`config.mk`:
```
export PLATFORM = sky130hd
export DESIGN_NAME = mul_ternary_ctrl_flat
export DESIGN_NICKNAME = d
export VERILOG_FILES = /design/src/rtl/mul_ternary_ctrl_if.sv /design/src/rtl/mul_ternary_ctrl.sv /design/src/flat_wrapper.sv
export SDC_FILE = /design/constraint.sdc
export NUM_CORES = 1
export LEC_CHECK = 0
export ABC_AREA = 1
export CORE_AREA = 2 2 67 69
export CTS_CLUSTER_DIAMETER = 80
export DETAILED_ROUTE_END_ITERATION = 16
export DIE_AREA = 0 0 69 71
export PLACE_DENSITY = 0.65
export SYNTH_ARGS = -nofsm -noshare
export SYNTH_HDL_FRONTEND = slang
export SYNTH_SLANG_ARGS = --single-unit
```
`constraint.sdc`:
```
create_clock -name clk -period 1.6 [get_ports clk]
set_input_delay 0.32 -clock clk [delete_from_list [all_inputs] [get_ports clk]]
set_output_delay 0.32 -clock clk [all_outputs]
set_load 0.02 [all_outputs]
```
`src/rtl/mul_ternary_ctrl_if.sv`:
```
// Control/strobe bundle between the ternary polynomial multiplier sequencer and its datapath.
// The abort input exists only when MUL_TERNARY_CTRL_ABORT_EN is defined.
interface mul_ternary_ctrl_if #(
  parameter int PARAM_AW = 8
);
  logic                start;
`ifdef MUL_TERNARY_CTRL_ABORT_EN
  logic                abort;
`endif
  logic                busy;
  logic                done;
  logic                acc_clr;
  logic                a_ren;
  logic [PARAM_AW-1:0] a_addr;
  logic                load_en;
  logic                s_ren;
  logic [PARAM_AW-1:0] s_addr;
  logic                mac_en;
  logic                rot_en;
  logic                res_we;
  logic [PARAM_AW-1:0] res_addr;

`ifdef MUL_TERNARY_CTRL_ABORT_EN
  modport master (
    input  start, abort,
    output busy, done, acc_clr, a_ren, a_addr, load_en,
           s_ren, s_addr, mac_en, rot_en, res_we, res_addr
  );
  modport slave (
    output start, abort,
    input  busy, done, acc_clr, a_ren, a_addr, load_en,
           s_ren, s_addr, mac_en, rot_en, res_we, res_addr
  );
`else
  modport master (
    input  start,
    output busy, done, acc_clr, a_ren, a_addr, load_en,
           s_ren, s_addr, mac_en, rot_en, res_we, res_addr
  );
  modport slave (
    output start,
    input  busy, done, acc_clr, a_ren, a_addr, load_en,
           s_ren, s_addr, mac_en, rot_en, res_we, res_addr
  );
`endif
endinterface

```
`src/rtl/mul_ternary_ctrl.sv`:
```
// Sequencer for a ternary polynomial multiply: LOAD A, MUL/rotate, DRAIN, STORE results, DONE.
// Optional cancel input enabled by defining MUL_TERNARY_CTRL_ABORT_EN.
module mul_ternary_ctrl #(
  parameter int PARAM_N  = 256,
  parameter int PARAM_AW = 8
) (
  input logic               clk,
  input logic               rst,
  mul_ternary_ctrl_if.master bus
);

  typedef enum logic [2:0] {
    S_IDLE, S_LOAD, S_MUL, S_DRAIN, S_STORE, S_DONE
  } state_t;

  localparam logic [PARAM_AW-1:0] CNT_LAST = PARAM_AW'(PARAM_N - 1);
  localparam logic [PARAM_AW-1:0] CNT_ONE  = PARAM_AW'(1);

  state_t              state_q, state_d;
  logic [PARAM_AW-1:0] cnt_q, cnt_d;
  logic                abort_w;
  logic                kill;

  logic                busy_q, done_q, acc_clr_q;
  logic                a_ren_q, load_en_q;
  logic                s_ren_q, rot_en_q, mac_en_q;
  logic                res_we_q;
  logic [PARAM_AW-1:0] a_addr_q, s_addr_q, res_addr_q;

`ifdef MUL_TERNARY_CTRL_ABORT_EN
  assign abort_w = bus.abort;
`else
  assign abort_w = 1'b0;
`endif
  // Abort only acts on a running operation; in IDLE it merely masks start.
  assign kill = abort_w && (state_q != S_IDLE);

  always_comb begin
    state_d = state_q;
    cnt_d   = cnt_q;
    unique case (state_q)
      S_IDLE: begin
        if (bus.start && !abort_w) begin
          state_d = S_LOAD;
          cnt_d   = '0;
        end
      end
      S_LOAD: begin
        if (cnt_q == CNT_LAST) begin
          state_d = S_MUL;
          cnt_d   = '0;
        end else begin
          cnt_d = cnt_q + CNT_ONE;
        end
      end
      S_MUL: begin
        if (cnt_q == CNT_LAST) begin
          state_d = S_DRAIN;
          cnt_d   = '0;
        end else begin
          cnt_d = cnt_q + CNT_ONE;
        end
      end
      S_DRAIN: begin
        state_d = S_STORE;
        cnt_d   = '0;
      end
      S_STORE: begin
        if (cnt_q == CNT_LAST) begin
          state_d = S_DONE;
          cnt_d   = '0;
        end else begin
          cnt_d = cnt_q + CNT_ONE;
        end
      end
      S_DONE: begin
        state_d = S_IDLE;
        cnt_d   = '0;
      end
      default: begin
        state_d = S_IDLE;
        cnt_d   = '0;
      end
    endcase
    if (kill) begin
      state_d = S_IDLE;
      cnt_d   = '0;
    end
  end

  // Outputs are decoded from the next state so each strobe lines up with its state cycle.
  always_ff @(posedge clk or negedge rst) begin
    if (!rst) begin
      state_q    <= S_IDLE;
      cnt_q      <= '0;
      busy_q     <= 1'b0;
      done_q     <= 1'b0;
      acc_clr_q  <= 1'b0;
      a_ren_q    <= 1'b0;
      a_addr_q   <= '0;
      load_en_q  <= 1'b0;
      s_ren_q    <= 1'b0;
      s_addr_q   <= '0;
      rot_en_q   <= 1'b0;
      mac_en_q   <= 1'b0;
      res_we_q   <= 1'b0;
      res_addr_q <= '0;
    end else begin
      state_q    <= state_d;
      cnt_q      <= cnt_d;
      busy_q     <= (state_d != S_IDLE);
      done_q     <= (state_d == S_DONE);
      acc_clr_q  <= (state_q == S_IDLE) && (state_d == S_LOAD);
      a_ren_q    <= (state_d == S_LOAD);
      a_addr_q   <= (state_d == S_LOAD) ? cnt_d : '0;
      load_en_q  <= a_ren_q && !kill;
      s_ren_q    <= (state_d == S_MUL);
      s_addr_q   <= (state_d == S_MUL) ? cnt_d : '0;
      rot_en_q   <= (state_d == S_MUL);
      mac_en_q   <= s_ren_q && !kill;
      res_we_q   <= (state_d == S_STORE);
      res_addr_q <= (state_d == S_STORE) ? cnt_d : '0;
    end
  end

  assign bus.busy     = busy_q;
  assign bus.done     = done_q;
  assign bus.acc_clr  = acc_clr_q;
  assign bus.a_ren    = a_ren_q;
  assign bus.a_addr   = a_addr_q;
  assign bus.load_en  = load_en_q;
  assign bus.s_ren    = s_ren_q;
  assign bus.s_addr   = s_addr_q;
  assign bus.rot_en   = rot_en_q;
  assign bus.mac_en   = mac_en_q;
  assign bus.res_we   = res_we_q;
  assign bus.res_addr = res_addr_q;

endmodule

```
`src/flat_wrapper.sv`:
```
// flat-port wrapper written by rule: the top's interface ports become plain ports
module mul_ternary_ctrl_flat 
#(
  parameter int PARAM_N  = 256,
  parameter int PARAM_AW = 8
)
  (clk, rst, bus_start, bus_busy, bus_done, bus_acc_clr, bus_a_ren, bus_a_addr, bus_load_en, bus_s_ren, bus_s_addr, bus_mac_en, bus_rot_en, bus_res_we, bus_res_addr);
  mul_ternary_ctrl_if #(.PARAM_AW(PARAM_AW)) bus_i ();
  input logic clk;
  input logic rst;
  input wire logic [$bits(bus_i.start)-1:0] bus_start;
  output wire logic [$bits(bus_i.busy)-1:0] bus_busy;
  output wire logic [$bits(bus_i.done)-1:0] bus_done;
  output wire logic [$bits(bus_i.acc_clr)-1:0] bus_acc_clr;
  output wire logic [$bits(bus_i.a_ren)-1:0] bus_a_ren;
  output wire logic [$bits(bus_i.a_addr)-1:0] bus_a_addr;
  output wire logic [$bits(bus_i.load_en)-1:0] bus_load_en;
  output wire logic [$bits(bus_i.s_ren)-1:0] bus_s_ren;
  output wire logic [$bits(bus_i.s_addr)-1:0] bus_s_addr;
  output wire logic [$bits(bus_i.mac_en)-1:0] bus_mac_en;
  output wire logic [$bits(bus_i.rot_en)-1:0] bus_rot_en;
  output wire logic [$bits(bus_i.res_we)-1:0] bus_res_we;
  output wire logic [$bits(bus_i.res_addr)-1:0] bus_res_addr;
  assign bus_i.start = bus_start;
  assign bus_busy = bus_i.busy;
  assign bus_done = bus_i.done;
  assign bus_acc_clr = bus_i.acc_clr;
  assign bus_a_ren = bus_i.a_ren;
  assign bus_a_addr = bus_i.a_addr;
  assign bus_load_en = bus_i.load_en;
  assign bus_s_ren = bus_i.s_ren;
  assign bus_s_addr = bus_i.s_addr;
  assign bus_mac_en = bus_i.mac_en;
  assign bus_rot_en = bus_i.rot_en;
  assign bus_res_we = bus_i.res_we;
  assign bus_res_addr = bus_i.res_addr;
  mul_ternary_ctrl #(.PARAM_N(PARAM_N), .PARAM_AW(PARAM_AW)) u_core (.clk(clk), .rst(rst), .bus(bus_i));
endmodule
```
Word-level counts from Yosys, hierarchy flattened

Cells that the tools add are included.

Bits in registers: 43
Latch bits: 0
Bits in writable memories: 0
Bits in read-only memories: 0
Output and inout port bits: 33
Logic and storage cells: 38
Memories: 0

Add/sub/neg operators: 1
Multiply operators: 0
Div/mod/pow operators: 0
Order comparisons: 0
Equal/unequal tests: 9
Shift-type cells: 0
Mux-type cells: 11
Bitwise operators: 0
Reduce and logical (&&, ||, !) cells: 4

Operator list:

| operator            | number |
|---|---|
| $mux 8              | 5 |
| $pmux 8 s2          | 1 |
| $pmux 3 s5          | 1 |
| $mux 3              | 4 |
| $eq 3x2->1 const B  | 3 |
| $eq 3x3->1 const B  | 3 |
| $add 8x1->8 const B | 1 |
| $eq 8x8->1 const B  | 1 |
| $eq 3x1->1 const B  | 2 |
| $logic_not 3->1     | 1 |
| $reduce_bool 3->1   | 1 |
| $reduce_or 3->1     | 1 |
| $logic_and 1x1->1   | 1 |

Logic depth before layout (Yosys ltp)

Depth after elaboration: 5
Depth in mapped cells: 9

Worst setup path before layout

Ideal clock, no wire load.

Path type: reg2reg
From: reg u_core.cnt_q[0]
To: reg u_core.res_addr_q[2] (netlist: u_core.bus.res_addr[2])
Setup time: 0.073 ns
Arrival time: 1.359 ns
Slack: 0.168 ns
Stages on the path, launching flop included: 9
Path buffers: 0
Period minus slack after synthesis: 1.432 ns
Cells stage by stage: dfrtp_1 > ha_1 > nand3_2 > inv_2 > nand2_4 > nand2_1 > nand2_1 > nand3_2 > nor2_1

Longest elaborated chain between the ends: 5
Elaborated cells between the ends (all ways): 10

RTL lines:

| element                                             | RTL line                | source |
|---|---|---|
| start, declared                                     | mul_ternary_ctrl.sv:20  | `logic [PARAM_AW-1:0] cnt_q, cnt_d;` |
| start signal, assigned                              | mul_ternary_ctrl.sv:110 | `cnt_q <= cnt_d;` |
| branches (longest 4 deep; another with $add 8x1->8) | --                      |  |
| $mux 8 (*)                                          | mul_ternary_ctrl.sv:122 | `res_addr_q <= (state_d == S_STORE) ? cnt_d : '0;` |
| end signal, assigned                                | mul_ternary_ctrl.sv:122 |  |
| end, declared                                       | mul_ternary_ctrl.sv:28  | `logic [PARAM_AW-1:0] a_addr_q, s_addr_q, res_addr_q;` |

Mark *: on every way between the ends.

Final worst setup path

From: reg u_core.s_addr_q[4] (netlist: u_core.bus.s_addr[4])
To: out bus_s_addr[4]

RTL lines:

| element                | RTL line                | source |
|---|---|---|
| start, declared        | mul_ternary_ctrl.sv:28  |  |
| start signal, assigned | mul_ternary_ctrl.sv:118 | `s_addr_q <= (state_d == S_MUL) ? cnt_d : '0;` |
| end, declared          | flat_wrapper.sv:19      | `output wire logic [$bits(bus_i.s_addr)-1:0] bus_s_addr;` |

No word-level cell between the ends.

==> flow_summary_export.csv <==
group,metric,value,unit
outcome,outcome,"finished clean",
timing,setup_viol,0,
pwr,p_sw_share,36.76,%
floorplan,fp.dieH,71,um
worst_setup_path,cp-end-kind,"output pin",
clock_tree,cts_tree,"built",
synth,syn_inst,163,
worst_setup_path,crit_arrival,1.23,ns
global_route,grt_pass1_vias,1121,
route,ant_nets,0,
pwr,power.switching,0.001283,W
worst_hold_path,whs_path_depth,0,
floorplan,ios,36,
timing,hold_viol_final,0,
floorplan,dieArea,4899,um2
timing,tightest_slew,0.3450,ns
pwr,vdd_ir_drop_max,623.9,uV
layout,area.sequential,1077,um2
layout,final_cell_mix,"dfrtp_1, nor2_1, clkdlybuf4s50_1",
synth,synth_nets,167,
clock_tree,cts_buffers,5,
pwr,power_density,1493,nW/um2
layout,fill_cells,378,
route,routed_wl,3128,um
clock_tree,htreeDepth,2,
worst_setup_path,worstReg2RegEnd,"u_core.bus.a_addr[6]",
clock_tree,cts.sink_count,43,
timing,hold_ws,0.3773,ns
placed_design,place_congestion,0.7823,
worst_setup_path,slowest_stage,"clkdlybuf4s50_1",
layout,drive_gt1_share,19.27,%
layout,nNetsFinal,221,
synth,syn_area,1655,um2
synth,synth-seq-area-share,65.00,%
timing,tns,0,ns
pwr,clockPowerShare,19.0,%
run,drv_cap,0,
clock_tree,cts.path.max_buffers,2,
worst_setup_path,timing.rr.start,"u_core.cnt_q[1]",
timing,skew,0.006538,ns
route,vias_per_cell,4.433,
floorplan,initial_utilization,39.38,%
layout,n_antenna_cell,0,
layout,area_growth_syn_to_layout,41.27,%
global_route,grt-ovfl-total,0,
synth,ys.warnings.count,0,
worst_setup_path,crit_path_start_kind,"register",
worst_setup_path,cp_cell_sequence,"clkdlybuf4s50_1",
timing,fmax,644.8,MHz
route,drc,0,
placed_design,dp_hpwl,2124,um
global_route,grt_start_max_net_pins,44,
layout,multi_input_area,526.8,um2
synth,avgSynthCellArea,10.16,um2
route,drt_iter0_markers,69,
pwr,leakage,1.185,nW
placed_design,port-buffer-count,35,
synth,ys_ff_latch,43,
worst_setup_path,cp_max_fo,1,
clock_tree,clk_pin_slew,0.08,ns
worst_setup_path,path_buf_inv,1,
timing,drv_slew,0,
worst_setup_path,critPathCapture,"bus_s_addr[4]",
synth,synth_cell_types,22,
worst_setup_path,worstPathRequired,1.28,ns
worst_setup_path,r2r_slack,0.06,ns
clock_tree,insertion_delay,0.29,ns
route,vias,1197,
timing,min_period_over_period,96.94,%
timing,worst_slew_margin_rel,77.00,%
worst_setup_path,crit_type,"register to output pin",
pwr,p_comb_share,39.0,%
pwr,p_int,0.002208,W
worst_setup_path,crit_start,"u_core.bus.s_addr[4]",
global_route,antenna_found_initial,0,
global_route,grt_pass1_wl,5078,um
layout,fin_util,55.63,%
clock_tree,cts-root-buf,"clkbuf_8",
pwr,power_frac_seq,42.1,%
route,wl_per_cell,11.59,um
worst_hold_path,hp-class,"register to register",
worst_setup_path,slowest_delay,0.60,ns
floorplan,num_rows,24,
worst_setup_path,path_depth,1,
floorplan,die_w,69,um
worst_setup_path,reg2reg_depth,8,
floorplan,core_region_area,4204,um2
route,dr.pass1.iters,4,
layout,final_common_cell,"dfrtp_1",
global_route,grt_usage,13.28,%
timing,layout_min_cycle_time,1.551,ns
worst_setup_path,critPathTopFamily,"buffers and inverters",
sequential cells by signal, indices dropped and copies added (netlist names):
name,cells
u_core.bus.a_ren,1
u_core.state_q,3
u_core.bus.done,1
u_core.cnt_q,8
u_core.bus.load_en,1
u_core.bus.acc_clr,1
u_core.bus.res_addr,8
u_core.bus.s_ren,1
u_core.bus.busy,1
u_core.bus.s_addr,8
u_core.bus.mac_en,1
u_core.bus.res_we,1
u_core.bus.a_addr,8
worst min path at each step:
| stage | startpoint | endpoint | slack (ns) |
|---|---|---|---|
| final | u_core.bus.a_ren | u_core.bus.load_en | 0.38 |
| after CTS | u_core.bus.a_ren | u_core.bus.load_en | 0.38 |
| after global routing | u_core.bus.a_ren | u_core.bus.load_en | 0.39 |
| after global placement | rst | u_core.bus.done | 0.31 |
| after floorplan | rst | u_core.bus.a_addr[0] | 0.02 |
| after detailed placement | rst | u_core.bus.done | 0.31 |
power groups by stage:
| stage | combinational (W) | sequential, W | clock, W |
|---|---|---|---|
| 4_1_cts | 0.00118 | 0.00145 | 0.000680 |
| 6_report | 0.00136 | 0.00147 | 0.000662 |
| 5_1_grt | 0.00152 | 0.00150 | 0.000714 |
| 3_3_place_gp | 0.00115 | 0.00146 | 0 |
| 3_5_place_dp | 0.00118 | 0.00146 | 0 |
| 2_1_floorplan | 0.000592 | 0.00159 | 0 |
cell usage after synthesis:
library cell   n  area (um2)
buf_4          1       7.510
o21ai_4        1       16.27
buf_6          1       11.26
inv_2          2       7.510
a22oi_1        1       7.510
nand3_2        3       30.03
nor4_1         1       6.260
xor2_1         3       26.28
nor2_1        40       150.1
nand2_1       26       97.59
inv_1         23       86.33
ha_1           1       12.51
a21oi_4        1       16.27
nand2_4        2       22.52
a21oi_1        3       15.01
nand3_1        4       20.02
nor2_2         1       6.260
o21bai_1       1       7.510
o21ai_0        3       15.01
dfrtp_1       43        1076
nand2_2        1       6.260
nor2_4         1       11.26
layout make-up:
type	instances	share of cell area (%)
Sequential cell	43	46.07
Inverter	25	4.013
Clock buffer	6	3.103
Timing Repair Buffer	49	20.97
Clock inverter	2	0.5350
Multi-Input combinational cell	93	22.53
Tap cell	52	2.782
repair_timing:
item	4_1_cts	5_1_grt
gates resized for setup	0	18
hold endpoints to repair	1	0
hold buffers	1	0
setup endpoints to repair	0	32
buffers inserted	0	6
cell families (layout without fill, tap and decap cells):
kind of cell,count (synthesis),in the layout,share of synthesized area (%)
XOR/XNOR,3,3,1.588
flip-flops,43,43,65.00
AND/OR/NAND/NOR,79,79,21.16
buffers and inverters,27,82,6.803
AO/OA/AOI/OAI,10,10,4.687
adder cells (fa/ha/maj),1,1,0.7557
per-layer routing:
metal / part of all wire (%) / vias up / wire (um) / global-route usage [%]
met2: 51 / 23 / 1594 / 22.22
met4: 1.8 / 0 / 57 / 6.536
li1: - / 593 / - / -
met1: 43 / 574 / 1342 / 15.59
met5: 0 / - / 0 / 0
met3: 4.3 / 7 / 134 / 4.131
stage by stage:
stage	cells	cell area, um2	total power, W	worst slack [ns]
global route	270	2338	0.003731	-0.01689
finish	270	2338	0.003490	0.04902
detailed placement	255	2112	0.002643	-0.02163
CTS	264	2207	0.003308	0.005179
global placement	255	2112	0.002606	0.03341
floorplan	163	1655	0.002183	0.1676
Power figures use the tool's default switching activity.
